--- config.mk ---
export PLATFORM = sky130hd
export DESIGN_NAME = nxn_game_controller
export DESIGN_NICKNAME = d
export VERILOG_FILES = /design/src/rtl/nxn_game_controller.sv
export SDC_FILE = /design/constraint.sdc
export NUM_CORES = 1
export LEC_CHECK = 0
export BUFFER_PORTS_ARGS = -buffer_cell sky130_fd_sc_hd__buf_2
export CAP_MARGIN = 20
export CORE_ASPECT_RATIO = 2
export CORE_MARGIN = 4
export CORE_UTILIZATION = 41
export DETAILED_ROUTE_END_ITERATION = 8
export RECOVER_POWER = 50
export SYNTH_ARGS = -nofsm -noshare
export SYNTH_HDL_FRONTEND = slang
export SYNTH_SLANG_ARGS = --single-unit
--- constraint.sdc ---
create_clock -name clk_100MHz -period 3 [get_ports clk_100MHz]
set_input_delay 0.15 -clock clk_100MHz [delete_from_list [all_inputs] [get_ports clk_100MHz]]
set_output_delay 0.15 -clock clk_100MHz [all_outputs]
set_load 0.01 [all_outputs]
--- src/rtl/nxn_game_controller.sv ---
// nxn_game_controller: N x N board, K-in-a-row game FSM that owns the board, the turn,
// the win/draw flags and saturating per-player scores.
module nxn_game_controller #(
  parameter int N       = 3,
  parameter int K       = 3,
  parameter int SCORE_W = 4
) (
  input  logic               clk_100MHz,
  input  logic               rst,
  input  logic [N*N-1:0]     cell_click,
  input  logic               new_round,
  input  logic               clear_score,
  output logic [N*N-1:0]     board_x,
  output logic [N*N-1:0]     board_o,
  output logic               turn_x,
  output logic               win_x,
  output logic               win_o,
  output logic               draw,
  output logic [SCORE_W-1:0] score_x,
  output logic [SCORE_W-1:0] score_o,
  output logic [1:0]         state
);
  localparam int C  = N * N;
  localparam int IW = $clog2(C);

  typedef enum logic [1:0] {READY = 2'd0, CHECK = 2'd1, RELEASE = 2'd2, OVER = 2'd3} state_t;

  state_t               state_q, state_d;
  logic [C-1:0]         bx_q, bx_d, bo_q, bo_d;
  logic                 turn_q, turn_d, start_q, start_d;
  logic                 wx_q, wx_d, wo_q, wo_d, dr_q, dr_d;
  logic [SCORE_W-1:0]   sx_q, sx_d, so_q, so_d;
  logic [IW-1:0]        sel;
  logic [C-1:0]         mine;
  logic                 line;

  // Off-board coordinates read as empty so every run can be scanned without bounds flags.
  function automatic logic at(input logic [C-1:0] b, input int r, input int c);
    int i;
    i = (r < N && c >= 0 && c < N) ? r * N + c : 0;
    return (r < N && c >= 0 && c < N) && b[i];
  endfunction

  function automatic logic has_line(input logic [C-1:0] b);
    logic w, h, v, d, a;
    w = 1'b0;
    for (int r = 0; r < N; r++)
      for (int c = 0; c < N; c++) begin
        h = 1'b1;
        v = 1'b1;
        d = 1'b1;
        a = 1'b1;
        for (int k = 0; k < K; k++) begin
          h &= at(b, r, c + k);
          v &= at(b, r + k, c);
          d &= at(b, r + k, c + k);
          a &= at(b, r + k, c - k);
        end
        w |= h | v | d | a;
      end
    return w;
  endfunction

  always_comb begin
    sel = '0;
    for (int i = C - 1; i >= 0; i--)
      if (cell_click[i]) sel = IW'(i);
  end

  assign mine = turn_q ? bx_q : bo_q;
  assign line = has_line(mine);

  always_comb begin
    state_d = state_q;
    bx_d    = bx_q;
    bo_d    = bo_q;
    turn_d  = turn_q;
    start_d = start_q;
    wx_d    = wx_q;
    wo_d    = wo_q;
    dr_d    = dr_q;
    sx_d    = sx_q;
    so_d    = so_q;
    unique case (state_q)
      READY:
        if (|cell_click) begin
          if (bx_q[sel] | bo_q[sel]) state_d = RELEASE;
          else begin
            bx_d[sel] = bx_q[sel] | turn_q;
            bo_d[sel] = bo_q[sel] | ~turn_q;
            state_d   = CHECK;
          end
        end
      CHECK:
        if (line) begin
          wx_d    = turn_q;
          wo_d    = ~turn_q;
          sx_d    = sx_q + SCORE_W'(turn_q && sx_q != '1);
          so_d    = so_q + SCORE_W'(!turn_q && so_q != '1);
          state_d = OVER;
        end else if (&(bx_q | bo_q)) begin
          dr_d    = 1'b1;
          state_d = OVER;
        end else begin
          turn_d  = ~turn_q;
          state_d = RELEASE;
        end
      RELEASE: state_d = |cell_click ? RELEASE : READY;
      OVER:
        if (new_round) begin
          bx_d    = '0;
          bo_d    = '0;
          wx_d    = 1'b0;
          wo_d    = 1'b0;
          dr_d    = 1'b0;
          start_d = ~start_q;
          turn_d  = ~start_q;
          state_d = RELEASE;
        end
      default: state_d = RELEASE;
    endcase
    if (clear_score) begin
      state_d = RELEASE;
      bx_d    = '0;
      bo_d    = '0;
      turn_d  = 1'b1;
      start_d = 1'b1;
      wx_d    = 1'b0;
      wo_d    = 1'b0;
      dr_d    = 1'b0;
      sx_d    = '0;
      so_d    = '0;
    end
  end

  always_ff @(posedge clk_100MHz)
    if (rst) begin
      state_q <= RELEASE;
      bx_q    <= '0;
      bo_q    <= '0;
      turn_q  <= 1'b1;
      start_q <= 1'b1;
      wx_q    <= 1'b0;
      wo_q    <= 1'b0;
      dr_q    <= 1'b0;
      sx_q    <= '0;
      so_q    <= '0;
    end else begin
      state_q <= state_d;
      bx_q    <= bx_d;
      bo_q    <= bo_d;
      turn_q  <= turn_d;
      start_q <= start_d;
      wx_q    <= wx_d;
      wo_q    <= wo_d;
      dr_q    <= dr_d;
      sx_q    <= sx_d;
      so_q    <= so_d;
    end

  assign board_x = bx_q;
  assign board_o = bo_q;
  assign turn_x  = turn_q;
  assign win_x   = wx_q;
  assign win_o   = wo_q;
  assign draw    = dr_q;
  assign score_x = sx_q;
  assign score_o = so_q;
  assign state   = state_q;
endmodule

==> reports/qor.yml <==
grt_pass1_vias: 1908
drive_gt1_frac: 0.126
ys_ff_latch: 33
clk_latency_ns: 0.28
total_leakage_power_nw: 0.754
rsz0062_at_grt: "no"
cts_tree: "built"
hold_viol_final: 0
ant_nets: 0
numCtsBuffers: 5
dieArea_um2: 5770
power_density_nw_per_um2: 373
cts_hold_buf: 0
vias: 1859
layout_min_cycle_time_ns: 2.37
final_cell_mix: "38 x nand2_1, 33 x dfxtp_1, 31 x clkbuf_1, 22 x nor2_1, 16 x o31ai_1"
max_slew_margin: 0.519
cp-endpoint: "board_o[1]$_SDFFE_PP0P_"
worstPathArrival_ns: 2.56
die_w_um: 55.7
startpoint_type: "input port"
grt_pass1_wl_mm: 9.18
status: "finished clean"
drc: 0
hpwlAfterDp_mm: 4.16
fmax_mhz: 423
cts-htree-levels: 2
ff2ff_path_depth: 6
path_depth: 8
worst-path-buf-inv: 1
r2r-start: "turn_x$_SDFFE_PP1P_"
cts_sinks: 33
hold_path_class: "input port to flip-flop"
cts-root-buf: "clkbuf_8"
slowest_stage: "or3_1"
fp-row-count: 34
coreArea_um2: 4380
drtPass1Iterations: 4
criticalPathCategory: "input port to flip-flop"
post_cts_resized: 0
ys_seq_area_frac: 0.354
area_growth_pct: 14.5
synthSimpleGateAreaFrac: 0.261
synth_compound_area_frac: 0.228
die_h_um: 103
synthAdderAreaFrac: 0.0268
synth_warnings: 0
crit_chain: "buf_2, nor4_4, o21ai_0, or2b_1, o21ai_0, or3_4, or3_1, o31ai_1"
required_ns: 3.19
clock_path_buffers: 2
finalClockSkew_ns: 0.00316
numPortBuffers: 44
muxShareOfSynthArea: 0.0770
syn_nets: 247
finalMaxSlewViolations: 0
antenna_found_initial: 0
setup_viol: 0
rrSetupSlack_ns: 0.65
grt_max_degree: 23
ios: 45
cpPeakStageDelay_ns: 0.62
via_per_inst: 5.74
wirelength_mm: 5.36
start_util: 0.426
nets: 288
tightest_slew_ns: 0.721
track_usage: 0.205
overflow: 0
maxCapViolCount: 0
netlist_instances: 230
drt_iter0_markers: 64
crit_family: "simple AND/OR/NAND/NOR gates"
cp-end-kind: "flip-flop"
wire_per_inst_um: 16.5
postCtsSetupBuffers: 0
whs_ns: 0.153
setup_tns_ns: 0
final_common_cell: "nand2_1"
synth-main-ff-cell: "dfxtp_1"
r2r_end: "win_o$_SDFFE_PP0P_"
synth-xor-area-share: 0.00469
ir_drop_mv: 0.299
cp_max_fo: 16
ys_types: 45
synth_top_family_by_area: "simple AND/OR/NAND/NOR gates"
syn_area_per_cell_um2: 8.12
synthArstFlopShare: 0
fin_crit_sh: 0.789
startpoint: "cell_click[3]"
synth_edf_count: 0
antenna_cells: 0
cp_common_cell: "o21ai_0"
synth_area_um2: 1870
clkTransAtPathRegs_ns: 0.06
place_congestion: 0.927
-- sequential cells by signal, indices dropped and copies added (netlist names) --
signal,flops
turn_x,1
win_o,1
board_x,9
start_q,1
win_x,1
score_x,4
state,2
score_o,4
board_o,9
draw,1
-- per-stage QoR --
stage / cell area, µm² / setup slack, ns / std cells / total power [W] / util
finish: 2140 / 0.634 / 324 / 0.000798 / 0.488
global route: 2140 / 0.336 / 324 / 0.000831 / 0.488
CTS: 2180 / 0.618 / 324 / 0.000806 / 0.497
detailed placement: 2100 / 0.367 / 318 / 0.000501 / 0.480
global placement: 2100 / 0.397 / 318 / 0.000501 / 0.480
floorplan: 1870 / 0.685 / 230 / 0.000478 / -
-- power by group --
group	switching [W]	leakage, nW	internal, W
Sequential	0.0000000562	0.266	0.000438
Clock	0.000154	0.0399	0.000152
Combinational	0.0000344	0.448	0.0000191
-- tightest hold or removal path: cells and delay by family --
kind,cells,cell delay [ns]
muxes,1,0.05
buffers and inverters,1,0.10
and+or+nand+nor,1,0.09
-- cells in the mapped netlist, types with 2 or more instances --
cell type	number	area (µm²)
nand2_1	38	143
dfxtp_1	33	661
nor2_1	22	82.6
o31ai_1	16	120
o21ai_0	15	75.1
mux2i_1	11	110
clkbuf_1	9	33.8
nand3_1	8	40.0
a21oi_1	7	35.0
nor3_1	5	25.0
or3_1	5	31.3
a221oi_1	4	35.0
ha_1	4	50.1
inv_1	4	15.0
nand4_1	4	25.0
o21a_1	4	30.0
mux2_2	3	33.8
nor2b_1	3	18.8
o22ai_1	3	18.8
a31o_2	2	17.5
a32o_1	2	20.0
a41oi_1	2	17.5
buf_6	2	22.5
nand2b_1	2	12.5
nor4_1	2	12.5
-- worst min-delay path by stage --
stage | slack [ns] | end | cells after the start | from
2_1_floorplan | 0.33 | score_o[3]$_SDFFE_PP0P_ | 2 | rst
3_3_place_gp | 0.45 | score_x[3]$_SDFFE_PP0P_ | 3 | rst
3_5_place_dp | 0.45 | score_x[3]$_SDFFE_PP0P_ | 3 | rst
4_1_cts | 0.15 | score_x[3]$_SDFFE_PP0P_ | 3 | rst
5_1_grt | 0.19 | score_x[3]$_SDFFE_PP0P_ | 3 | rst
6_report | 0.15 | score_x[3]$_SDFFE_PP0P_ | 3 | rst
-- area by class of cell --
cell class	instances	area [µm²]
Clock inverter	1	5.00
Multi-Input combinational cell	180	1120
Sequential cell	33	661
Inverter	4	15.0
Fill cell	464	2240
Tap cell	54	67.6
Clock buffer	5	68.8
Timing Repair Buffer	47	204
-- cells by family after synthesis --
family / count (synthesis)
compound gates: 62
flops: 33
buf+inv: 17
fa+ha+maj: 4
mux: 14
simple gates: 99
xor+xnor: 1
-- routing by layer --
| metal | up-vias | global-route usage | share of wire |
|---|---|---|---|
| met5 | - | 0 | 0 |
| met4 | 0 | 0.129 | 0.040 |
| met3 | 16 | 0.0323 | 0.055 |
| li1 | 924 | - | - |
| met1 | 859 | 0.205 | 0.36 |
| met2 | 60 | 0.389 | 0.54 |
Power figures use the tool's default switching activity.
